===== src/rtl/pc_sequencer_if.sv =====
// Control/status bundle between a program sequencer and its driver.
// The master drives the control inputs and the slave (the sequencer) drives pc and the status flags.
interface pc_sequencer_if #(
  parameter int D = 12,
  parameter int L = 4
);
  logic         start;
  logic         stall;
  logic [1:0]   br_op;
  logic         taken;
  logic         use_lut;
  logic [L-1:0] target_in;
  logic         halt;
  logic         lut_we;
  logic [L-1:0] lut_waddr;
  logic [D-1:0] lut_wdata;
  logic [D-1:0] pc;
  logic         done;
  logic         ras_ovf;
  logic         ras_unf;

  modport master (
    output start, stall, br_op, taken, use_lut, target_in, halt,
           lut_we, lut_waddr, lut_wdata,
    input  pc, done, ras_ovf, ras_unf
  );

  modport slave (
    input  start, stall, br_op, taken, use_lut, target_in, halt,
           lut_we, lut_waddr, lut_wdata,
    output pc, done, ras_ovf, ras_unf
  );
endinterface


===== src/rtl/pc_sequencer.sv =====
// Program-counter sequencer: IDLE/RUN/DONE control, relative branches through an offset LUT.
// Define PC_RAS_EN to add the S-entry return-address stack for call/return.
module pc_sequencer #(
  parameter int D = 12,
  parameter int L = 4,
  parameter int S = 4
) (
  input logic           clk,
  input logic           reset,
  pc_sequencer_if.slave bus
);
  typedef enum logic [1:0] {IDLE, RUN, DONE} state_e;

  localparam int           N   = 1 << L;
  localparam logic [D-1:0] ONE = D'(1);

  state_e              state_q, state_d;
  logic [D-1:0]        pc_q, pc_d, pc_inc, pc_br;
  logic signed [D-1:0] off_s;
  logic [D-1:0]        lut_q [N];

  // Stage 0: offset select and the two candidate next PCs (wrap mod 2^D)
  always_comb begin
    off_s  = bus.use_lut ? $signed(lut_q[bus.target_in])
                         : $signed({{(D-L){1'b0}}, bus.target_in});
    pc_inc = pc_q + ONE;
    pc_br  = pc_q + $unsigned(off_s);
  end

`ifdef PC_RAS_EN
  localparam int SPW = $clog2(S + 1);
  localparam int IW  = (S > 1) ? $clog2(S) : 1;

  logic [D-1:0]   stk_q [S];
  logic [SPW-1:0] sp_q, sp_d;
  logic [IW-1:0]  top_idx;
  logic           ovf_q, ovf_d, unf_q, unf_d, push;

  assign top_idx = IW'(sp_q - SPW'(1));
`endif

  always_comb begin
    state_d = state_q;
    pc_d    = pc_q;
`ifdef PC_RAS_EN
    sp_d    = sp_q;
    ovf_d   = ovf_q;
    unf_d   = unf_q;
    push    = 1'b0;
`endif
    if (!bus.stall) begin
      if (bus.start) begin
        state_d = RUN;
        pc_d    = '0;
`ifdef PC_RAS_EN
        sp_d    = '0;
        ovf_d   = 1'b0;
        unf_d   = 1'b0;
`endif
      end else if (state_q == RUN) begin
        if (bus.halt) begin
          state_d = DONE;
        end else begin
          case (bus.br_op)
            2'b00: pc_d = pc_inc;
            2'b01: pc_d = bus.taken ? pc_br : pc_inc;
`ifdef PC_RAS_EN
            2'b10: begin
              pc_d = pc_br;
              if (sp_q == SPW'(S)) begin
                ovf_d = 1'b1;
              end else begin
                push = 1'b1;
                sp_d = sp_q + SPW'(1);
              end
            end
            default: begin
              if (sp_q == '0) begin
                pc_d  = pc_inc;
                unf_d = 1'b1;
              end else begin
                pc_d = stk_q[top_idx];
                sp_d = sp_q - SPW'(1);
              end
            end
`else
            2'b10:   pc_d = pc_br;
            default: pc_d = pc_inc;
`endif
          endcase
        end
      end
    end
  end

  // Stage 1: architectural registers
  always_ff @(posedge clk) begin
    if (reset) begin
      state_q <= IDLE;
      pc_q    <= '0;
    end else begin
      state_q <= state_d;
      pc_q    <= pc_d;
    end
  end

  // LUT writes ignore stall; a same-cycle read sees the old entry
  always_ff @(posedge clk) begin
    if (reset) begin
      for (int i = 0; i < N; i++) lut_q[i] <= '0;
      lut_q[0] <= D'(-5);
      lut_q[1] <= D'(20);
      lut_q[2] <= D'(-1);
    end else if (bus.lut_we) begin
      lut_q[bus.lut_waddr] <= bus.lut_wdata;
    end
  end

`ifdef PC_RAS_EN
  always_ff @(posedge clk) begin
    if (reset) begin
      sp_q  <= '0;
      ovf_q <= 1'b0;
      unf_q <= 1'b0;
    end else begin
      sp_q  <= sp_d;
      ovf_q <= ovf_d;
      unf_q <= unf_d;
    end
  end

  always_ff @(posedge clk) begin
    if (push) stk_q[IW'(sp_q)] <= pc_inc;
  end

  assign bus.ras_ovf = ovf_q;
  assign bus.ras_unf = unf_q;
`else
  // Without the stack S only gates the tie-off so both builds share a parameter list
  if (S > 0) begin : g_no_ras
    assign bus.ras_ovf = 1'b0;
    assign bus.ras_unf = 1'b0;
  end
`endif

  assign bus.pc   = pc_q;
  assign bus.done = (state_q == DONE);
endmodule


===== src/flat_wrapper.sv =====
// flat-port wrapper written by rule: the top's interface ports become plain ports
module pc_sequencer_flat 
#(
  parameter int D = 12,
  parameter int L = 4,
  parameter int S = 4
)
  (clk, reset, bus_start, bus_stall, bus_br_op, bus_taken, bus_use_lut, bus_target_in, bus_halt, bus_lut_we, bus_lut_waddr, bus_lut_wdata, bus_pc, bus_done, bus_ras_ovf, bus_ras_unf);
  pc_sequencer_if #(.D(D), .L(L)) bus_i ();
  input logic clk;
  input logic reset;
  input wire logic [$bits(bus_i.start)-1:0] bus_start;
  input wire logic [$bits(bus_i.stall)-1:0] bus_stall;
  input wire logic [$bits(bus_i.br_op)-1:0] bus_br_op;
  input wire logic [$bits(bus_i.taken)-1:0] bus_taken;
  input wire logic [$bits(bus_i.use_lut)-1:0] bus_use_lut;
  input wire logic [$bits(bus_i.target_in)-1:0] bus_target_in;
  input wire logic [$bits(bus_i.halt)-1:0] bus_halt;
  input wire logic [$bits(bus_i.lut_we)-1:0] bus_lut_we;
  input wire logic [$bits(bus_i.lut_waddr)-1:0] bus_lut_waddr;
  input wire logic [$bits(bus_i.lut_wdata)-1:0] bus_lut_wdata;
  output wire logic [$bits(bus_i.pc)-1:0] bus_pc;
  output wire logic [$bits(bus_i.done)-1:0] bus_done;
  output wire logic [$bits(bus_i.ras_ovf)-1:0] bus_ras_ovf;
  output wire logic [$bits(bus_i.ras_unf)-1:0] bus_ras_unf;
  assign bus_i.start = bus_start;
  assign bus_i.stall = bus_stall;
  assign bus_i.br_op = bus_br_op;
  assign bus_i.taken = bus_taken;
  assign bus_i.use_lut = bus_use_lut;
  assign bus_i.target_in = bus_target_in;
  assign bus_i.halt = bus_halt;
  assign bus_i.lut_we = bus_lut_we;
  assign bus_i.lut_waddr = bus_lut_waddr;
  assign bus_i.lut_wdata = bus_lut_wdata;
  assign bus_pc = bus_i.pc;
  assign bus_done = bus_i.done;
  assign bus_ras_ovf = bus_i.ras_ovf;
  assign bus_ras_unf = bus_i.ras_unf;
  pc_sequencer #(.D(D), .L(L), .S(S)) u_core (.clk(clk), .reset(reset), .bus(bus_i));
endmodule

===== config.mk =====
export PLATFORM = sky130hd
export DESIGN_NAME = pc_sequencer_flat
export DESIGN_NICKNAME = d
export VERILOG_FILES = /design/src/rtl/pc_sequencer_if.sv /design/src/rtl/pc_sequencer.sv /design/src/flat_wrapper.sv
export SDC_FILE = /design/constraint.sdc
export NUM_CORES = 1
export LEC_CHECK = 0
export ABC_AREA = 0
export CAP_MARGIN = 0
export CORE_ASPECT_RATIO = 0.9
export CORE_MARGIN = 2
export CORE_UTILIZATION = 55
export CTS_BUF_LIST = sky130_fd_sc_hd__clkbuf_8
export CTS_CLUSTER_DIAMETER = 40
export DETAILED_ROUTE_END_ITERATION = 6
export PLACE_DENSITY = 0.77
export REMOVE_ABC_BUFFERS = 1
export SYNTH_ARGS = -nofsm -noshare
export SYNTH_HDL_FRONTEND = slang
export SYNTH_SLANG_ARGS = --single-unit

===== constraint.sdc =====
create_clock -name clk -period 8.9 [get_ports clk]
set_clock_uncertainty 0.05 [all_clocks]
set_input_delay 1.335 -clock clk [delete_from_list [all_inputs] [get_ports clk]]
set_output_delay 1.335 -clock clk [all_outputs]
set_load 0.01 [all_outputs]

# Word level (Yosys, flattened, before mapping)
# Memory sizes are Yosys's and may differ from the RTL's.
# Index checks and enable logic that the tools add are counted.
[totals]
register_bits = 14
ram_bits = 192
input_bits = 30
out_inout_bits = 15
wordCells = 39
n_memories = 1
[classes]
n_addsub = 2
n_eq_ne = 5
n_mux = 20
bitwise_logic = 4
n_reduce_logical = 5
[mem_list]
columns = ["name", "depth", "width", "read_ports", "rd_clocked_by_memory_dff", "write_ports", "line", "source"]
rows = [
  ["u_core.lut_q", 16, 12, 1, 0, 16, "pc_sequencer.sv:20", "logic [D-1:0] lut_q [N];"],
]
[ops]
columns = ["op", "count"]
rows = [
  ["$mux W12", 9],
  ["$pmux W12 S2", 1],
  ["$add A12 B1 Y12 const B", 1],
  ["$add A12 B12 Y12", 1],
  ["$reduce_or A12 Y1", 1],
  ["$mux W1", 6],
  ["$mux W2", 3],
  ["$reduce_and A3 Y1", 2],
  ["$eq A2 B1 Y1 const B", 2],
  ["$eq A2 B2 Y1 const B", 2],
  ["$mux W4", 1],
  ["$reduce_bool A2 Y1", 2],
  ["$or A1 B1 Y1", 3],
  ["$ne A2 B2 Y1 const B", 1],
  ["$not A1 Y1", 1],
]

# Longest topological paths before layout
# An unclocked memory read counts as a cell.
[depth]
depth_word = 8
mapped_depth = 15
ltp_nobuf = 12

# Worst setup path before layout
# No wires, ideal clock.
[synth_timing]
path_type = "in2reg"
startpoint = "input port bus_target_in[1]"
endpoint = "register u_core.pc_q[10], in the netlist u_core.bus.pc[10]"
setup_ns = 0.123
t_arrival_ns = 4.586
required_time_ns = 8.727
path_slack_ns = 4.140
stages = 13
path_buffers = 2
cell_sequence = "buf_2 -> buf_1 -> mux4_2 -> mux4_2 -> mux2_2 -> ha_1 -> fa_1 -> a21o_1 -> a21oi_1 -> o211ai_1 -> a311oi_1 -> xor2_1 -> o22ai_1"
[synth_between]
elab_chain_cells = 8
[synth_rtl]
columns = ["item", "line", "source"]
rows = [
  ["start, declared", "flat_wrapper.sv:17", "input wire logic [$bits(bus_i.target_in)-1:0] bus_target_in;"],
  ["$mem_v2 Z16 W12", "--", ""],
  ["$mux W12 *", "pc_sequencer.sv:24", "off_s = bus.use_lut ? $signed(lut_q[bus.target_in])"],
  ["$add A12 B12 Y12 *", "pc_sequencer.sv:27", "pc_br = pc_q + $unsigned(off_s);"],
  ["$mux W12", "pc_sequencer.sv:66", "2'b01: pc_d = bus.taken ? pc_br : pc_inc;"],
  ["$pmux W12 S2 *", "pc_sequencer.sv:64", "case (bus.br_op)"],
  ["$mux W12 *", "pc_sequencer.sv:61", "if (bus.halt) begin"],
  ["$mux W12 *", "pc_sequencer.sv:60", "end else if (state_q == RUN) begin"],
  ["$mux W12 *", "pc_sequencer.sv:52", "if (bus.start) begin"],
  ["end signal, assigned", "pc_sequencer.sv:103", "pc_q <= pc_d;"],
  ["end, declared", "pc_sequencer.sv:18", "logic [D-1:0] pc_q, pc_d, pc_inc, pc_br;"],
]
# Mark *: on every way between the ends. The rest lies on a longest branch, timed or not. The select of a mux whose other input is x is not followed.
# A chain may end at the register's enable or synchronous reset.

# Worst setup path after layout
[layout_timing]
startpoint = "input port bus_target_in[0]"
endpoint = "register u_core.pc_q[8], in the netlist u_core.bus.pc[8]"
# The elaborated chain is that of the path after synthesis.

==> impl_metrics.json <==
{
  "finalNetCount": 832,
  "numCtsBuffers": 36,
  "syn_to_final_growth_pct": 11.75,
  "cap_violations": 0,
  "reg2reg_slack_ns": 5.04,
  "min_period_ns": 5.306,
  "min_path_type": "register to register",
  "intPower_uw": 1598,
  "globalRouteTotalUtil": 0.2524,
  "cp_max_fo": 31,
  "holdPathStages": 2,
  "place_area_um2": 10820,
  "final_hold_viol_count": 0,
  "drv_slew": 0,
  "ys.flop_type": "edfxtp_1",
  "grt_max_degree": 47,
  "synth.ff_latch_count": 206,
  "top_layer": "met4",
  "wl_met2_um": 11750,
  "synthCells": 746,
  "multiInputGateArea_um2": 3902,
  "fillCellCount": 1402,
  "max_freq_mhz": 188.5,
  "dr_wl_met3_um": 1876,
  "critPathArrivalTime_ns": 5.61,
  "worstPathRequired_ns": 9.20,
  "fin_util": 0.6240,
  "ys_seq_area_frac": 0.5901,
  "cts.path.max_buffers": 3,
  "grt_pass1_wl_um": 37130,
  "syn_avg_cell_area_um2": 13.73,
  "start_kind": "input pin",
  "htree_levels": 2,
  "place_ws_ns": 3.070,
  "cts_resized": 0,
  "worst_slack_ns": 3.594,
  "num_vias": 6307,
  "wl_um": 23730,
  "insertedDiodeCount": 0,
  "cts_tree": "yes",
  "status": "completed",
  "p_leak_uw": 0.004027,
  "p_switching_uw": 498.7,
  "gr-total-overflow": 0,
  "post_cts_buffers": 0,
  "routedWlPerCell_um": 22.54,
  "antenna_found_initial": 0,
  "reg2reg_to": "u_core.bus.pc[8]",
  "clk_pin_slew_worst_paths_ns": 0.06,
  "finalSetupTns_ns": 0,
  "rows": 47,
  "port_buffers": 42,
  "cts_root_buf": "clkbuf_8",
  "drt_iter0_markers": 539,
  "seq_area_um2": 6046,
  "clock_sinks": 206,
  "clk_latency_ns": 0.52,
  "worst-r2r-cell-count": 11,
  "final_common_cell": "edfxtp_1",
  "timing.final.crit_share": 0.5962,
  "cp-end-kind": "register",
  "sw_frac_of_total": 0.2378,
  "final_layout_size_suffix_gt1_frac": 0.1770,
  "cts_hold_buf": 0,
  "drt_pass1_iterations": 5,
  "synthesis.area_um2": 10250,
  "synth_edf_count": 192,
  "p_per_area_nw_per_um2": 183.1,
  "ys_types": 53,
  "grt_pass1_vias": 6535,
  "finalSetupViolations": 0,
  "core-area_um2": 18350,
  "p_seq_frac": 0.537,
  "ys_warn_count": 0,
  "crit_type": "input pin to register",
  "rsz0062_at_grt": "false",
  "r2r-start": "u_core.lut_q[10][0]",
  "ir_worst_vdd_v": 0.0001140,
  "vias_per_cell": 5.990,
  "p_comb_frac": 0.091,
  "die-height_um": 133.5,
  "power.total_uw": 2097,
  "hpwlAfterDp_um": 15840,
  "tightest_slew_ns": 1.119,
  "wl_met1_um": 9245,
  "layout_common_cells": "192 x edfxtp_1, 161 x and2_1, 52 x mux4_2",
  "start_util": 0.5584,
  "slew_headroom": 0.2519,
  "post-route-drc-count": 0,
  "final_cell_area_um2": 11450,
  "whs_endpoint": "u_core.state_q[0]",
  "die_w_um": 147.9,
  "finalWeightedCongestion": 0.8514,
  "drtAntennaViolNets": 0,
  "die-area_um2": 19740,
  "pwr-share-clk": 0.373,
  "pin_count": 45,
  "synthArstFlopShare": 0,
  "min_from": "u_core.state_q[0]"
}
## area by class of cell
type                    count  share of cell area
flip-flops and latches    206              0.5280
multi-input cells         476              0.3408
inverters                   9            0.002951
clock inverters            23             0.01158
repair buffers             58             0.04655
well taps                 245             0.02677
clock buffers              36             0.04327
## critical path, stage by stage
cell and delay, ns:
buf_4 0.32, buf_4 0.59, mux4_1 0.67, mux4_2 0.47, mux2_2 0.28, ha_1 0.23, fa_1 0.41, a21o_1 0.18
a21oi_1 0.27, o21ai_0 0.16, o41ai_1 0.34, mux2i_1 0.21, o21ai_0 0.11
## synth_stat cells (5+ instances only)
| library cell | count | area, µm² |
|---|---|---|
| ha_1 | 14 | 175.2 |
| a21o_1 | 6 | 45.04 |
| nand2_1 | 26 | 97.59 |
| inv_1 | 9 | 33.78 |
| mux2i_1 | 6 | 60.06 |
| and2_1 | 161 | 1007 |
| buf_1 | 5 | 18.77 |
| or3_1 | 7 | 43.79 |
| a22oi_1 | 6 | 45.04 |
| mux4_2 | 52 | 1171 |
| nand2b_1 | 8 | 50.05 |
| clkbuf_1 | 41 | 153.9 |
| mux2_2 | 5 | 56.30 |
| xnor2_1 | 5 | 43.79 |
| nor3_1 | 16 | 80.08 |
| nor2b_1 | 5 | 31.28 |
| o21ai_0 | 27 | 135.1 |
| nor2_1 | 33 | 123.9 |
| or2_2 | 25 | 156.4 |
| a21oi_1 | 12 | 60.06 |
| edfxtp_1 | 192 | 5766 |
| a31oi_1 | 7 | 43.79 |
| dfxtp_1 | 14 | 280.3 |
| nand3_1 | 6 | 30.03 |
## power groups by stage
stage	Sequential (µW)	Clock [µW]	Combinational, µW
2_1_floorplan	1140	0	103
3_3_place_gp	1140	0	185
3_5_place_dp	1150	0	189
4_1_cts	1130	792	190
5_1_grt	1130	827	204
6_report	1130	781	190
## flip-flops by register name, indices dropped and copies added, names as in the netlist
name	count
u_core.state_q	2
u_core.bus.pc	12
u_core.lut_q	192
## worst max path at each step
stage                                start                 to  slack (ns)  cells after the start
after CTS                 bus_target_in[0]   u_core.bus.pc[8]        3.61                     13
after detailed placement  bus_target_in[0]   u_core.bus.pc[8]        3.07                     13
final                     bus_target_in[0]   u_core.bus.pc[8]        3.59                     13
after global placement    bus_target_in[0]   u_core.bus.pc[8]        3.18                     13
after floorplan           bus_target_in[0]  u_core.bus.pc[10]        4.47                     11
after global routing      bus_target_in[0]   u_core.bus.pc[8]        3.28                     13
## stage by stage
step                std cells  hold WS [ns]
floorplan                 691        0.4272
global placement          994        0.4562
detailed placement        994        0.4696
CTS                      1053        0.4793
global route             1053        0.5260
finish                   1053        0.4929
## per-layer routing
metal / up-vias / global-route usage
li1: 2846 / -
met3: 54 / 0.05651
met2: 259 / 0.4124
met1: 3148 / 0.3310
met5: - / 0
met4: 0 / 0.1058
## kinds of logic (layout without fill, tap and decap cells)
group,after synthesis,after routing,share of synthesized area
fa+ha+maj,15,15,0.01905
other cells,1,2,0.0003660
mux,67,67,0.1359
compound gates,80,80,0.04824
buf+inv,65,126,0.02943
xor+xnor,9,9,0.007693
simple gates,303,303,0.1693
flops,206,206,0.5901
Note: power is estimated with default switching activity, not from simulation.
